[config.mk]
export PLATFORM = sky130hd
export DESIGN_NAME = sync_debounce_bank
export DESIGN_NICKNAME = d
export VERILOG_FILES = /design/src/rtl/sync_debounce_bank.sv
export SDC_FILE = /design/constraint.sdc
export NUM_CORES = 1
export LEC_CHECK = 0
export BUFFER_PORTS_ARGS = -buffer_cell sky130_fd_sc_hd__buf_2
export CORE_MARGIN = 2
export CORE_UTILIZATION = 40
export CTS_CLUSTER_DIAMETER = 40
export DETAILED_ROUTE_END_ITERATION = 8
export RECOVER_POWER = 100
export SLEW_MARGIN = 20
export SYNTH_ARGS = -nofsm -noshare
export SYNTH_HDL_FRONTEND = slang
export SYNTH_SLANG_ARGS = --single-unit
[constraint.sdc]
create_clock -name clk -period 4.65 [get_ports clk]
set_input_delay 0.93 -clock clk [delete_from_list [all_inputs] [get_ports clk]]
set_output_delay 0.93 -clock clk [all_outputs]
set_load 0.1 [all_outputs]
[src/rtl/sync_debounce_bank.sv]
// sync_debounce_bank
//   Multi-channel input conditioner for asynchronous board inputs such as
//   pushbuttons, switches and external strobes. Each channel is processed
//   independently in three steps:
//     1. A plain flip-flop synchroniser chain, SYNC_STAGES deep.
//     2. A debounce counter. It moves the clean level ds only after the
//        synchronised input has differed from ds for DEB_CYCLES consecutive
//        cycles.
//     3. Registered one-cycle rise/fall pulses, aligned with the ds update.
//
// Ports
//   clk         in   1   system clock, rising edge
//   reset       in   1   synchronous, active-high reset
//   dato        in   N   asynchronous raw inputs, one bit per channel
//   ds          out  N   debounced, synchronised level per channel
//   rise        out  N   one-cycle pulse when ds[i] goes 0->1
//   fall        out  N   one-cycle pulse when ds[i] goes 1->0
//   any_change  out  1   OR of all rise/fall bits, same cycle as the pulses
module sync_debounce_bank #(
  parameter int             N           = 4,
  parameter int             SYNC_STAGES = 2,
  parameter int             DEB_CYCLES  = 4,
  parameter logic [N-1:0]   RESET_VAL   = '0
) (
  input  logic         clk,
  input  logic         reset,
  input  logic [N-1:0] dato,
  output logic [N-1:0] ds,
  output logic [N-1:0] rise,
  output logic [N-1:0] fall,
  output logic         any_change
);

  localparam int             CW       = $clog2(DEB_CYCLES + 1);
  localparam logic [CW-1:0]  CNT_LAST = CW'(DEB_CYCLES - 1);

  logic [N-1:0]  r_sync [SYNC_STAGES];
  logic [CW-1:0] r_cnt  [N];
  logic [N-1:0]  r_ds;
  logic [N-1:0]  r_rise;
  logic [N-1:0]  r_fall;
  logic          r_any;

  logic [N-1:0]  w_s;
  logic [N-1:0]  w_ds_nxt;
  logic [CW-1:0] w_cnt_nxt [N];
  logic [N-1:0]  w_rise_nxt;
  logic [N-1:0]  w_fall_nxt;

  // Debounce step for one channel. It returns {next level, next count}.
  // A mismatch that has already lasted DEB_CYCLES-1 cycles commits the new
  // level on this edge and clears the count. Any agreement between the
  // input and ds also clears the count, so a bounce restarts from zero.
  // Because of this the count never passes CNT_LAST and cannot wrap.
  function automatic logic [CW:0] deb_step(input logic s, input logic d,
                                           input logic [CW-1:0] cnt);
    logic [CW:0] res;
    res = {d, {CW{1'b0}}};
    if (s != d) begin
      if (cnt == CNT_LAST) res = {s, {CW{1'b0}}};
      else                 res = {d, cnt + CW'(1)};
    end
    return res;
  endfunction

  // Synchroniser stage boundary: pure shift chain, no logic between flops
  always_ff @(posedge clk) begin
    if (reset) begin
      for (int k = 0; k < SYNC_STAGES; k++) r_sync[k] <= RESET_VAL;
    end else begin
      r_sync[0] <= dato;
      for (int k = 1; k < SYNC_STAGES; k++) r_sync[k] <= r_sync[k-1];
    end
  end

  assign w_s = r_sync[SYNC_STAGES-1];

  always_comb begin
    w_ds_nxt = r_ds;
    for (int i = 0; i < N; i++) begin
      logic [CW:0] w_step;
      w_step       = deb_step(w_s[i], r_ds[i], r_cnt[i]);
      w_ds_nxt[i]  = w_step[CW];
      w_cnt_nxt[i] = w_step[CW-1:0];
    end
    w_rise_nxt = w_ds_nxt & ~r_ds;
    w_fall_nxt = ~w_ds_nxt & r_ds;
  end

  // Debounce/edge stage boundary: level and pulses register on the same edge
  always_ff @(posedge clk) begin
    if (reset) begin
      for (int i = 0; i < N; i++) r_cnt[i] <= '0;
      r_ds   <= RESET_VAL;
      r_rise <= '0;
      r_fall <= '0;
      r_any  <= 1'b0;
    end else begin
      for (int i = 0; i < N; i++) r_cnt[i] <= w_cnt_nxt[i];
      r_ds   <= w_ds_nxt;
      r_rise <= w_rise_nxt;
      r_fall <= w_fall_nxt;
      r_any  <= |(w_rise_nxt | w_fall_nxt);
    end
  end

  assign ds         = r_ds;
  assign rise       = r_rise;
  assign fall       = r_fall;
  assign any_change = r_any;

endmodule

==> impl_metrics.yaml <==
status:
  status: "finished clean"
detailed_routing:
  firstDrtPassIters: 4
  drt_wl_total_um: 1720
  vias: 757
  first_iter_violations: 9
  wl_per_cell_um: 10.7
  ant_nets: 0
  viasPerCell: 4.73
  drcViolationCount: 0
synth:
  avgSynthCellArea_um2: 11.9
  async_reset_ff_frac: 0
  synthTopCellsByCount: "dfxtp_1, ha_1, nor2b_1, inv_1, nor4_1"
  ys_seq_elements: 33
  synth_top_flop_cell: "dfxtp_1"
  synth_cell_types: 15
  yosysWarnings: 0
  synth_top_area_frac: 0.530
  synth.net_count: 127
  synth-edff-count: 0
  synth_cells: 105
  netlist_area_um2: 1250
  yosys-top-cells-area: "dfxtp_1, ha_1, nor2b_1"
  yosysSeqAreaShare: 0.530
  yosys.cell_count.top_type: "dfxtp_1"
  synth_top_cell_by_area: "dfxtp_1"
timing:
  setup_ws_ns: 2.09
  fin_tns_setup_ns: 0
  relSlewSlack: 0.115
  slew_viol_final: 0
  fin_skew_ns: 0.00331
  hold_slack_ns: 0.440
  tightest_slew_ns: 1.33
  max_freq_ghz: 0.391
  period_minus_slack_ns: 2.56
  timing.final.crit_share: 0.549
  hold_viol_final: 0
  setup_violations: 0
  rsz0062_at_grt: "no"
placement:
  dp_slack_ns: 2.86
  routabilityCongestion: 0.680
  numPortBuffers: 18
  dp_hpwl_um: 1230
clock_network:
  cts.sinks: 33
  clockBufferDepth: 2
  path_clk_slew_ns: 0.09
  cts_hold_buf: 0
  cts_tree: "yes"
  cts_resized: 0
  htreeDepth: 2
  clock_latency_ns: 0.32
  root_buffer: "clkbuf_4"
  cts_made_buffers: 5
  postCtsSetupRepairBufs: 0
floorplanning:
  dieWidth_um: 59.8
  core_um2: 3000
  io_pins: 19
  rows: 20
  die_y_um: 59.8
  die_area_um2: 3580
  start_util: 0.415
finish:
  num-nets-final: 149
  fin_util: 0.455
  area_growth_pct: 9.63
  antennaDiodeCount: 0
  drive_above_1_share: 0.0866
critical_path:
  cp-end-kind: "output pin"
  max_stage_delay_ns: 0.88
  worstPathRequired_ns: 3.72
  critical_path_buf_inv_count: 1
  path_cells: "clkbuf_1"
  cp_top_family: "buffers and inverters"
  crit_arrival_ns: 1.63
  crit_type: "flop to output pin"
  cp_slowest_cell: "clkbuf_1"
  path_max_fanout: 5
  start_kind: "flop"
global_routing:
  grt_pass1_wl_um: 2870
  grt_pass1_vias: 678
  grt_max_degree: 34
  grt_usage: 0.114
  antenna_found_initial: 0
  gr-total-overflow: 0
min_path:
  hp-class: "flop to flop"
power_and_ir_drop:
  swShare: 0.209
  power.share.clock: 0.346
  internal-power_uw: 363
  power_density_nw_per_um2: 336
  p_sw_uw: 96.0
  power_frac_seq: 0.629
  peakVddDrop_mv: 0.131
  p_leak_nw: 0.566
  power_frac_comb: 0.026
flow_run:
  max_cap_viol_count: 0
## logic make-up (layout without fill, tap and decap cells)
logic type	after synthesis	in the layout	share of synthesized area
simple gates	32	32	0.188
mux	4	4	0.0321
compound gates	1	1	0.00702
flops	33	33	0.530
buf+inv	15	37	0.0552
xor+xnor	4	4	0.0281
fa+ha+maj	16	16	0.160
## sequential cells by signal (all words and copies together), names as in the netlist
| register | count |
|---|---|
| any_change | 1 |
| r_cnt | 12 |
| ds | 4 |
| r_sync | 8 |
| fall | 4 |
| rise | 4 |
## layout make-up
| class | count | area [µm²] |
|---|---|---|
| clock buffer | 7 | 55.1 |
| timing repair buffer | 18 | 72.6 |
| sequential | 33 | 661 |
| fill | 315 | 1640 |
| tap | 33 | 41.3 |
| multi-input combinational | 57 | 493 |
| inverter | 12 | 45.0 |
## final timing paths
kind	from	to	slack [ns]	cells after the start
setup / recovery	ds[1]$_SDFF_PP0_	ds[1]	2.09	1
hold / removal	r_cnt[0][0]$_SDFF_PP0_	r_cnt[0][0]$_SDFF_PP0_	0.44	1
setup reg to reg	r_cnt[3][0]$_SDFF_PP0_	any_change$_SDFF_PP0_	2.90	6
hold reg to reg	r_cnt[0][0]$_SDFF_PP0_	r_cnt[0][0]$_SDFF_PP0_	0.44	1
## power by group through the flow
stage / sequential [mW] / combinational (mW) / clock, mW
after floorplan: 0.295 / 0.0104 / 0
final: 0.289 / 0.0118 / 0.159
after CTS: 0.289 / 0.0128 / 0.165
after detailed placement: 0.295 / 0.0128 / 0
after global placement: 0.295 / 0.0125 / 0
after global routing: 0.289 / 0.0135 / 0.179
## layout by cell type, fill, tap and decap left out
master	instances
buf_2	4
clkbuf_4	5
a41oi_1	1
dfxtp_1	33
inv_1	12
nor2_1	4
xnor2_1	4
ha_1	16
nor4b_1	4
clkbuf_8	1
nor4_1	7
nor4_2	1
and2b_1	2
nor2b_1	14
mux2i_1	4
clkbuf_1	15
## per-stage QoR
step	total power, mW	area (µm²)	instances
floorplan	0.305	1250	105
global placement	0.308	1360	153
detailed placement	0.308	1360	153
CTS	0.466	1410	160
global route	0.482	1370	160
finish	0.459	1370	160
## layer usage
layer / vias up / GRT usage / wire length [µm]
li1: 386 / - / -
met1: 347 / 0.129 / 797
met2: 18 / 0.161 / 760
met3: 6 / 0.0584 / 110
met4: 0 / 0.0857 / 48
met5: - / 0 / 0
Power figures use the tool's default switching activity.
